===== config.mk =====
export PLATFORM = sky130hd
export DESIGN_NAME = vga_digit_writer_flat
export DESIGN_NICKNAME = d
export VERILOG_FILES = /design/src/rtl/vga_digit_writer_if.sv /design/src/rtl/vga_digit_writer.sv /design/src/flat_wrapper.sv
export SDC_FILE = /design/constraint.sdc
export NUM_CORES = 1
export LEC_CHECK = 0
export ABC_AREA = 1
export CAP_MARGIN = 5
export CORE_AREA = 5 5 132 134
export DETAILED_ROUTE_END_ITERATION = 8
export DIE_AREA = 0 0 137 139
export HOLD_SLACK_MARGIN = 0.03
export PLACE_DENSITY = 0.68
export SYNTH_ARGS = -nofsm -noshare
export SYNTH_HDL_FRONTEND = slang
export SYNTH_SLANG_ARGS = --single-unit

===== constraint.sdc =====
create_clock -name clk -period 2 [get_ports clk]
set_input_delay 0.4 -clock clk [delete_from_list [all_inputs] [get_ports clk]]
set_output_delay 0.4 -clock clk [all_outputs]
set_load 0.01 [all_outputs]

===== src/rtl/vga_digit_writer_if.sv =====
// vga_digit_writer_if: valid/ready digit-write channel from the RTC controller.
interface vga_digit_writer_if;
  logic       valid;
  logic       ready;
  logic [4:0] field;
  logic [3:0] bcd;
  modport master (output valid, field, bcd, input ready);
  modport slave (input valid, field, bcd, output ready);
endinterface


===== src/rtl/vga_digit_writer.sv =====
// vga_digit_writer: shadow/active BCD digit banks, copied once per frame at vsync so the renderer never sees a torn update.
module vga_digit_writer #(
  parameter int         NUM_DIGITS = 18,
  parameter logic       VS_ACTIVE  = 1'b0,
  parameter logic [3:0] RESET_BCD  = 4'd0
) (
  input  logic               clk,
  input  logic               rst_n,
  vga_digit_writer_if.slave  wr,
  input  logic               vs_i,
  input  logic [4:0]         rd_field_i,
  output logic [3:0]         rd_bcd_o,
  output logic               commit_o,
  output logic               err_o
);
  localparam logic [4:0] LAST = 5'(NUM_DIGITS - 1);
  typedef enum logic {ACCEPT, COPY} state_e;
  state_e     state_q, state_d;
  logic [4:0] idx_q, idx_d;
  logic       dirty_q, dirty_d;
  logic       vs_q, ready_q, err_q;
  logic [3:0] rd_q;
  logic [3:0] shadow_q [NUM_DIGITS];
  logic [3:0] active_q [NUM_DIGITS];
  logic       xfer, ok, vs_edge;
  assign xfer     = wr.valid & ready_q;
  assign ok       = (wr.field <= LAST) & (wr.bcd <= 4'd9);
  assign vs_edge  = (vs_i == VS_ACTIVE) & (vs_q != VS_ACTIVE);
  assign commit_o = (state_q == COPY) & (idx_q == LAST);
  assign wr.ready = ready_q;
  assign rd_bcd_o = rd_q;
  assign err_o    = err_q;
  // dirty_d already folds in this cycle's write, so a write on the vsync edge joins the copy
  always_comb begin
    state_d = state_q;
    idx_d   = idx_q;
    dirty_d = dirty_q | (xfer & ok);
    if (state_q == ACCEPT) begin
      if (vs_edge & dirty_d) begin
        state_d = COPY;
        idx_d   = 5'd0;
        dirty_d = 1'b0;
      end
    end else begin
      idx_d   = idx_q + 5'd1;
      state_d = (idx_q == LAST) ? ACCEPT : COPY;
    end
  end
  always_ff @(posedge clk or negedge rst_n) begin
    if (!rst_n) begin
      state_q <= ACCEPT;
      idx_q   <= 5'd0;
      dirty_q <= 1'b0;
      vs_q    <= ~VS_ACTIVE;
      ready_q <= 1'b0;
      err_q   <= 1'b0;
      rd_q    <= RESET_BCD;
      for (int i = 0; i < NUM_DIGITS; i++) begin
        shadow_q[i] <= RESET_BCD;
        active_q[i] <= RESET_BCD;
      end
    end else begin
      state_q <= state_d;
      idx_q   <= idx_d;
      dirty_q <= dirty_d;
      vs_q    <= vs_i;
      ready_q <= (state_d == ACCEPT);
      err_q   <= err_q | (xfer & ~ok);
      rd_q    <= (rd_field_i <= LAST) ? active_q[rd_field_i] : 4'hF;
      if (xfer & ok) shadow_q[wr.field] <= wr.bcd;
      if (state_q == COPY) active_q[idx_q] <= shadow_q[idx_q];
    end
  end
endmodule


===== src/flat_wrapper.sv =====
// flat-port wrapper written by rule: the top's interface ports become plain ports
module vga_digit_writer_flat 
#(
  parameter int         NUM_DIGITS = 18,
  parameter logic       VS_ACTIVE  = 1'b0,
  parameter logic [3:0] RESET_BCD  = 4'd0
)
  (clk, rst_n, vs_i, rd_field_i, rd_bcd_o, commit_o, err_o, wr_valid, wr_field, wr_bcd, wr_ready);
  vga_digit_writer_if wr_i ();
  input  logic clk;
  input  logic rst_n;
  input  logic vs_i;
  input  logic [4:0] rd_field_i;
  output logic [3:0] rd_bcd_o;
  output logic commit_o;
  output logic err_o;
  input wire logic [$bits(wr_i.valid)-1:0] wr_valid;
  input wire logic [$bits(wr_i.field)-1:0] wr_field;
  input wire logic [$bits(wr_i.bcd)-1:0] wr_bcd;
  output wire logic [$bits(wr_i.ready)-1:0] wr_ready;
  assign wr_i.valid = wr_valid;
  assign wr_i.field = wr_field;
  assign wr_i.bcd = wr_bcd;
  assign wr_ready = wr_i.ready;
  vga_digit_writer #(.NUM_DIGITS(NUM_DIGITS), .VS_ACTIVE(VS_ACTIVE), .RESET_BCD(RESET_BCD)) u_core (.clk(clk), .rst_n(rst_n), .wr(wr_i), .vs_i(vs_i), .rd_field_i(rd_field_i), .rd_bcd_o(rd_bcd_o), .commit_o(commit_o), .err_o(err_o));
endmodule

# After elaboration in Yosys (flattened, before gate mapping)
# Cells that the tools add are included.
# W data, S select, Z words.
totals:
  regBits: 158
  in_bits: 18
  output_inout_bits: 7
  elab_cells: 91
op_classes:
  n_addsub: 1
  order_cmp: 8
  eq_ne: 1
  n_mux: 20
  n_bitwise: 15
  n_reduce_logical: 3
op_table:
  columns: ["op", "n"]
  rows:
  - ["$bwmux W72", 2]
  - ["$bmux W4 S5", 2]
  - ["$demux W4 S5", 2]
  - ["$mux W4", 7]
  - ["$ge A6 B6 Y1 const B", 3]
  - ["$not A5 Y6", 3]
  - ["$lt A6 B1 Y1 const B", 2]
  - ["$le A5 B5 Y1 const B", 2]
  - ["$mux W5", 2]
  - ["$and A1 B1 Y1", 7]
  - ["$add A5 B1 Y5 const B", 1]
  - ["$eq A5 B5 Y1 const B", 1]
  - ["$mux W1", 5]
  - ["$le A4 B4 Y1 const B", 1]
  - ["$not A1 Y1", 3]
  - ["$logic_and A1 B1 Y1", 2]
  - ["$or A1 B1 Y1", 2]
  - ["$reduce_bool A2 Y1", 1]

# Logic depth before layout (Yosys ltp)
# Gate-level depths: netlist of the first run.
depth:
  ltp_word: 8
  mapped_depth: 13
  ltp_nobuf: 11

# Worst setup path before layout of the first run
# No wires, ideal clock.
synth_path:
  path_type: "register to register"
  start: "reg u_core.idx_q[1]"
  end: "reg u_core.active_q[0] in the netlist's numbering"
  setup_time_ns: 0.065
  arrival_ns: 1.639
  required_ns: 1.935
  path_slack_ns: 0.296
  path_stages_with_launch: 9
  path_buffers: 1
  synth_period_minus_slack_ns: 1.704
  path_cell_list: "dfrtp_1 -> inv_2 -> clkbuf_1 -> ha_1 -> nand2_1 -> nor2_1 -> inv_2 -> o21bai_2 -> nand2_1"
synth_between:
  elab_chain_len: 6
  elab_cells_between_ends: 10
  classes_between: "order compare (2); mux (6); bitwise (1); reduce/logical (1)"
synth_rtl:
  columns: ["item", "line", "text"]
  rows:
  - ["from (decl)", "vga_digit_writer.sv:19", "logic [4:0] idx_q, idx_d;"]
  - ["from (signal assigned)", "vga_digit_writer.sv:64", "idx_q <= idx_d;"]
  - ["$not A5 Y6 (not written as such) (*)", "vga_digit_writer.sv:71", "if (state_q == COPY) active_q[idx_q] <= shadow_q[idx_q];"]
  - ["$ge A6 B6 Y1 (not written as such) / $lt A6 B1 Y1 (equally long branches)", "vga_digit_writer.sv:71", null]
  - ["$logic_and A1 B1 Y1 (not written as such)", "vga_digit_writer.sv:71", null]
  - ["$mux W4 (not written as such)", "vga_digit_writer.sv:71", null]
  - ["$demux W4 S5", "vga_digit_writer.sv:71", null]
  - ["$bwmux W72 (*)", "vga_digit_writer.sv:71", null]
  - ["to (signal, indexed assignment)", "vga_digit_writer.sv:71", null]
  - ["to (decl)", "vga_digit_writer.sv:24", "logic [3:0] active_q [NUM_DIGITS];"]
# Every way passes the cells marked *; elsewhere a longest branch is shown, timed or not. The select of a mux whose other input is x is not followed.
# A chain may end at the register's enable or synchronous reset.

# Worst setup path in the final report of the first run
layout_path:
  start: "reg u_core.idx_q[0]"
  end: "out commit_o"
layout_between:
  elab_chain_len: 2
layout_rtl:
  columns: ["item", "line", "text"]
  rows:
  - ["$eq A5 B5 Y1", "vga_digit_writer.sv:29", "assign commit_o = (state_q == COPY) & (idx_q == LAST);"]
  - ["$and A1 B1 Y1", "vga_digit_writer.sv:29", null]
  - ["to (decl)", "flat_wrapper.sv:15", "output logic commit_o;"]
# No other way between the ends.

==> results.txt, run 1 <==
----------------------------------------------------
[Status]
  Run status ... finished, final reports clean

[Clock network]
  CTS max path bufs ... 2
  CTS Root Buffer Type ... sky130_fd_sc_hd__clkbuf_16
  Number of buffers inserted to repair setup after CTS ... 0
  Number of H-tree levels ... 4
  Clk_lat worst skew ... around 430 ps
  Clock tree sinks ... ~160
  TritonCTS Buffers ... 17
  CTS tree ... yes
  Clock transition at the register clock pins on the worst setup and hold paths after CTS ... 60 ps

[Layout]
  Ratio of cells with drive above 1 in the final layout ... between 10 and 15%
  Most frequent standard cell in the layout excluding fill and tap cells ... sky130_fd_sc_hd__nand2_1
  Highest-count cells in the layout ignoring fill and taps ... sky130_fd_sc_hd__nand2_1 (504), sky130_fd_sc_hd__dfrtp_1 (156), sky130_fd_sc_hd__inv_1 (79)
  Number of fill cells in the layout ... 1,463
  Total area of sequential cells ... 0.00396 mm2
  Final core utilization ... 59.6%
  Net count, final ... 1,141
  Number of diodes added for antenna fixing ... 0
  Count of non-filler cells in the finished layout ... 1,352
  Synthesis-to-layout area growth ... 17.5%
  Multi-input combinational cell area ... 0.00368 mm2

[Route]
  Count of vias placed by the detailed router ... 7,035
  Drt drc ... 0
  Via-to-Cell Ratio ... 5.20
  Length of the first detailed-routing pass in iterations ... 5
  Antenna viol nets, final ... 0
  Starting DRT DRC Count ... 694
  Average wire per standard cell ... 15.6 um
  Total wirelength of the detailed-routed design ... 21,200 um

[Critical path]
  Largest fanout on the critical path ... 5
  Cell type of the slowest stage on the worst timing path ... sky130_fd_sc_hd__dfrtp_2
  Delay of the slowest critical-path stage ... 420 ps
  Count of buffer and inverter cells on the critical path ... 1
  Cells along the critical path ... ha_1 -> nand2_1 -> nor2_2 -> clkdlybuf4s15_1
  CP Launch Point ... u_core.idx_q[0]
  Worst reg2reg setup slack ... roughly 230 ps
  Crit Reg-Reg Startpoint ... u_core.idx_q[0]
  Worst setup EP type ... primary output
  Gate family responsible for the most delay along the worst path ... flip-flops
  Required time worst endpoint ... 1600 ps
  Start-to-end type of the worst setup path ... reg2out
  Crit start category ... flop
  Arrival time of the worst setup path ... 1490 ps

[Timing]
  Hold_ws ... 411 ps
  Unrepaired setup endpoints after global routing ... no
  Final slew viol count ... 0
  Worst setup skew after layout ... 8.35 ps
  Clock period minus worst slack ... approximately 1900 ps
  Fmax ... around 530 MHz
  Slew at the pin closest to its max-slew limit ... 575 ps
  Setup-failing EPs final ... 0
  Share of the clock period used by the worst path ... 94.4%
  Hold Fails Final Rpt ... 0
  Headroom to the max-slew limit ... 61.6%

[Yosys]
  Proportion of synthesized area in mux cells ... 0%
  Summed instance area of the synthesized netlist ... 0.00820 mm2
  Post-synthesis compound-gate area fraction ... 13.2%
  Adder-cell share of the synthesized area ... 0.611%
  Post-Syn Nets ... 1,086
  Area share of the largest cell type after synthesis ... a little under half
  Number of distinct library cells after synthesis ... 31
  Proportion of synthesized chip area in sequential cells ... 48.3%
  Synthesized-area fraction occupied by xor and xnor cells ... less than 1%
  Synth Area in Simple Gates ... between 30 and 40%
  Combinational family with the most area after synthesis ... simple AND/OR/NAND/NOR gates
  Syn_area_per_cell ... 7.70 um2
  Cell types occupying the most area after synthesis ... sky130_fd_sc_hd__dfrtp_1 (48%), sky130_fd_sc_hd__nand2_1 (23%), sky130_fd_sc_hd__o21ai_1 (4.8%), sky130_fd_sc_hd__o21bai_2 (4.1%), sky130_fd_sc_hd__nand3_1 (3.8%)
  Library cell occupying the most area in the post-synthesis netlist ... sky130_fd_sc_hd__dfrtp_1
  Yosys warning count ... 0
  Flops & latches, synth ... 158
  Post-synthesis cell count ... ~1,100

[Worst hold path]
  Launch point of the worst hold path ... vs_i
  Path category of the worst min-delay check ... in2reg

[Job]
  Max-Cap Viols ... 0

[Floorplan]
  Core Footprint ... 0.0162 mm2
  Std cell rows ... 47
  Die Span X ... 137 um
  Floorplan die height ... between 100 and 150 um
  Effective utilization at floorplan ... 50.7%
  I/O pin cnt ... 25
  Floorplan die area ... 0.0190 mm2

[Place]
  Port buffer count ... 24
  Routability-driven placement congestion ratio ... slightly below 0.9
  Post-DP HPWL ... 13,900 um
  Number of cells in the design after placement ... 1,319

[Pwr]
  Standby leakage power ... 0.00520 uW
  Ratio of total power to cell area ... 1270 mW/mm2
  Maximum ir drop on the vdd rail ... around 0.75 mV
  Total power ... 12,200 uW

[GRT]
  Maximum number of pins on one net before global-route repair ... 51
  Vias in the first global route ... 6,786
  Tot GR Track Use ... between 20% and 30%
  Global-route wire length before repair ... 35,200 um
  Remaining global-route overflow ... 0
  Antenna violations before repair ... 0

----------------------------------------------------
## per-layer routing
layer / vias to the layer above / GRT usage (%) / share of wire [%]
met3: 30 / 4.21 / 4.6
met5: - / 0 / 0
met1: 3338 / 31.8 / 45
met4: 0 / 6.36 / 1.7
met2: 192 / 38.7 / 49
li1: 3475 / - / -
## synth_stat cells (all sizes together)
master  number
inv         89
dfstp        1
nor4         1
nand2      516
xor2         1
buf         22
ha           4
nor3         6
a22oi        1
nand3b       1
o21bai      72
a31o         1
clkbuf      12
nand3       67
xnor2        1
nand4        2
nor2        28
dfrtp      157
o21ai       82
## worst paths after layout
kind,endpoint,cells past startpoint
max in group asynchronous,u_core.vs_q,3
setup / recovery,commit_o,4
min in group asynchronous,u_core.shadow_q[65],2
hold reg to reg,u_core.err_o,1
setup reg to reg,u_core.active_q[18],10
hold / removal,u_core.vs_q,1
## cell type report
| cell class | instances | area share (%) |
|---|---|---|
| clock inverter | 10 | 1.91 |
| inverter | 89 | 3.47 |
| timing repair buffer | 70 | 7.55 |
| multi-input combinational | 783 | 38.2 |
| sequential | 158 | 41.1 |
| clock buffer | 22 | 4.92 |
| tap | 220 | 2.86 |
## state kept, by name, summed over array words and instances (netlist names)
name / cells
u_core.rd_bcd_o: 4
u_core.wr.ready: 1
u_core.state_q: 1
u_core.dirty_q: 1
u_core.active_q: 72
u_core.idx_q: 5
u_core.shadow_q: 72
u_core.vs_q: 1
u_core.err_o: 1
## worst reg2reg max path: stages, from the launching register on
cell                       delay [ps]
sky130_fd_sc_hd__dfrtp_2          450
sky130_fd_sc_hd__inv_2            200
sky130_fd_sc_hd__buf_12           200
sky130_fd_sc_hd__nand2_1           80
sky130_fd_sc_hd__nand3_1           90
sky130_fd_sc_hd__nand2_1           70
sky130_fd_sc_hd__nand2_1           70
sky130_fd_sc_hd__nand3_2          100
sky130_fd_sc_hd__buf_12           170
sky130_fd_sc_hd__o21bai_1         160
sky130_fd_sc_hd__nand2_1           80
## logic make-up after synthesis
family          after synthesis
compound gates              156
xor+xnor                      2
fa+ha+maj                     4
buf+inv                     123
flops                       158
simple gates                621
## through the flow
step,worst slack [ps],setup TNS [ps],cell area [um2]
finish,112,0,9630
global route,15.0,0,9630
CTS,70.1,0,9630
detailed placement,-116,-4650,8960
global placement,-50.0,-1670,8960
floorplan,296,0,8200
## report_power, final
part	total [uW]	internal [uW]	leakage, uW	switching, uW
logic	4210	1530	0.00275	2670
clock network	3640	2310	0.000316	1320
registers	4340	3880	0.00213	457
total	12200	7730	0.00520	4450
## what timing repair did
action / 4_1_cts / 5_1_grt
gates cloned: 0 / 0
hold buffers: 1 / 0
endpoints found under the setup margin: 1 / 1
hold endpoints to repair: 29 / 0
gates resized for setup: 3 / 1
Note: power is estimated with default switching activity, not from simulation.
==> inputs of run 2 (changes only) <==
PLACE_DENSITY = 0.71   (was 0.68)
clock period = 1.6 ns   (was 2 ns; I/O delays follow)
==> run 2 against run 1 <==
The run now ends with setup timing left. Critical path depth unchanged. Clock skew about the same. Flip-flop and latch count unchanged. Via count up 3.4%. Critical path type unchanged.
==> results.txt, run 2 (synthesized netlist as in run 1, its figures left out) <==
----------------------------------------------------
[Floorplan]
  Core Footprint ... 0.0162 mm2
  Effective utilization at floorplan ... 50.7%
  Std cell rows ... between 40 and 50
  Die Span X ... roughly 140 um
  Floorplan die area ... roughly 0.019 mm2
  I/O pin cnt ... 25
  Floorplan die height ... roughly 140 um

[Pwr]
  Standby leakage power ... between 0.005 and 0.006 uW
  Share of power burned in registers ... 34.2%
  Net Sw Power ... 6060 uW
  Proportion of power drawn by combinational gates ... 41.7%
  Ratio of total power to cell area ... 1530 mW/mm2
  Fraction of power spent switching nets ... 38.5%
  Share of total power in the clock network ... about 24%
  Maximum ir drop on the vdd rail ... roughly 1.2 mV
  Internal power ... 9660 uW

[GRT]
  Global-route wire length before repair ... about 35,000 um
  Vias in the first global route ... 7,205
  Tot GR Track Use ... 23.0%
  Antenna violations before repair ... 0
  Maximum number of pins on one net before global-route repair ... 46
  Remaining global-route overflow ... 0

[Layout]
  Number of diodes added for antenna fixing ... 0
  Net count, final ... 1,182
  Top flop regs ... u_core.active_q: 72 flops, u_core.shadow_q: 72 flops, u_core.idx_q: 5 flops
  Finished layout cell area ... a little over 0.01 mm2
  Synthesis-to-layout area growth ... 25.4%
  Highest-count cells in the layout ignoring fill and taps ... sky130_fd_sc_hd__nand2_1 (468), sky130_fd_sc_hd__dfrtp_1 (156), sky130_fd_sc_hd__inv_1 (76)
  Ratio of cells with drive above 1 in the final layout ... 20.5%
  Most frequent standard cell in the layout excluding fill and tap cells ... sky130_fd_sc_hd__nand2_1

[Worst hold path]
  Path category of the worst min-delay check ... in2reg
  Launch point of the worst hold path ... vs_i

[Critical path]
  Required time worst endpoint ... roughly 1300 ps
  Cells along the critical path ... ha_1 -> nand2_2 -> nor2_2 -> buf_2
  Delay of the slowest critical-path stage ... around 460 ps
  CP Launch Point ... u_core.idx_q[0]
  Cell type of the slowest stage on the worst timing path ... sky130_fd_sc_hd__dfrtp_2
  Largest fanout on the critical path ... 5
  Arrival time of the worst setup path ... 1380 ps
  Crit Reg-Reg Startpoint ... u_core.idx_q[0]
  Worst setup EP type ... primary output
  Start-to-end type of the worst setup path ... reg2out
  Crit start category ... flop
  Worst reg2reg setup slack ... -90 ps

[Timing]
  Slew at the pin closest to its max-slew limit ... 678 ps
  Fmax ... 588 MHz
  Hold_ws ... 327 ps
  Worst setup skew after layout ... approximately 8 ps
  Headroom to the max-slew limit ... 54.7%
  Share of the clock period used by the worst path ... 106%
  Setup-failing EPs final ... 60
  Unrepaired setup endpoints after global routing ... yes
  Clock period minus worst slack ... ~1700 ps
  Setup slack after layout ... -99.3 ps
  Final slew viol count ... 0
  Hold Fails Final Rpt ... 0

[Route]
  Average wire per standard cell ... 15.4 um
  Antenna viol nets, final ... 0
  Starting DRT DRC Count ... 664
  Count of vias placed by the detailed router ... 7,276
  Total wirelength of the detailed-routed design ... between 20,000 and 25,000 um
  Via-to-Cell Ratio ... 5.22
  Length of the first detailed-routing pass in iterations ... 5
  Drt drc ... 0

[Status]
  Failing checks ... setup timing
  Run status ... finished with violations

[Clock network]
  CTS Root Buffer Type ... sky130_fd_sc_hd__clkbuf_16
  CTS max path bufs ... 2
  CTS tree ... yes
  Clk_lat worst skew ... 430 ps
  Clock tree sinks ... 158
  TritonCTS Buffers ... 17
  Clock transition at the register clock pins on the worst setup and hold paths after CTS ... 60 ps
  Number of H-tree levels ... 4

[Job]
  Max-Cap Viols ... 0

[Place]
  Post-DP HPWL ... approximately 14,000 um
  Port buffer count ... 24
  Minimum setup slack after placement ... -407 ps
  Cell area reported after detailed placement ... 0.00930 mm2
  Routability-driven placement congestion ratio ... 0.911

----------------------------------------------------
## run 2: cell count changes in the layout (fill, tap and decap cells not counted), sizes merged
cell	delta
clkdlybuf4s50	-6
dlygate4sd2	+5
buf	+38
bufinv	-5
clkinv	-1
inv	+6
clkinvlp	+4
## run 2: final cells by class
| class | instances | area [um2] |
|---|---|---|
| Timing Repair Buffer | 110 | 1210 |
| Timing Repair inverter | 1 | 7.51 |
| Sequential cell | 158 | 3960 |
| Clock buffer | 19 | 443 |
| Clock inverter | 13 | 106 |
| Fill cell | 1343 | 5890 |
| Multi-Input combinational cell | 783 | 3940 |
| Inverter | 89 | 342 |
| Tap cell | 220 | 275 |
## run 2: routing by layer
layer  global-route usage (%)  wire, um  share of wire (%)  vias to the layer above
li1                         -         -                  -                     3553
met1                     31.1      9400                 44                     3498
met3                     4.39       960                4.5                       39
met2                     37.4     10600                 50                      186
met4                     7.41       375                1.8                        0
met5                        0         0                  0                        -
## run 2: what timing repair did
item                                    CTS  global route
setup buffers                             1             3
gates resized for setup                  19            73
pin swaps                                 1             4
hold endpoints to repair                 28             0
hold buffers                              1             0
gates cloned                              0             4
endpoints found under the setup margin   79           155
## run 2: power groups by stage
stage	logic [uW]	clock network (uW)	registers, uW
final	6560	3790	5370
after global routing	7180	4030	5460
after CTS	5880	3830	5330
after detailed placement	5760	0	5390
after global placement	5680	0	5380
after floorplan	3530	0	5300
## run 2: path summary, 6_finish.rpt
check                                      endpoint  cells past startpoint
worst max-delay path                       commit_o                      4
worst min-delay path                    u_core.vs_q                      1
worst max register to register  u_core.active_q[51]                     10
worst min register to register         u_core.err_o                      1
max in group asynchronous        u_core.rd_bcd_o[1]                      3
min in group asynchronous       u_core.active_q[63]                      2
## run 2: critical path, delay by kind of cell, from the launching register on
family | cells | cell delay (ps)
fa+ha+maj | 1 | 220
buf+inv | 1 | 140
flops | 1 | 460
simple gates | 2 | 130
## run 2: metrics by stage
step / total power (uW) / util [%] / TNS [ps] / cells
2_1_floorplan: 8830 / - / 0 / 1064
3_3_place_gp: 11100 / 57.5 / -29130 / 1352
3_5_place_dp: 11100 / 57.5 / -34200 / 1352
4_1_cts: 15000 / 61.1 / -2310 / 1386
5_1_grt: 16700 / 63.6 / -8310 / 1393
6_report: 15700 / 63.6 / -1800 / 1393
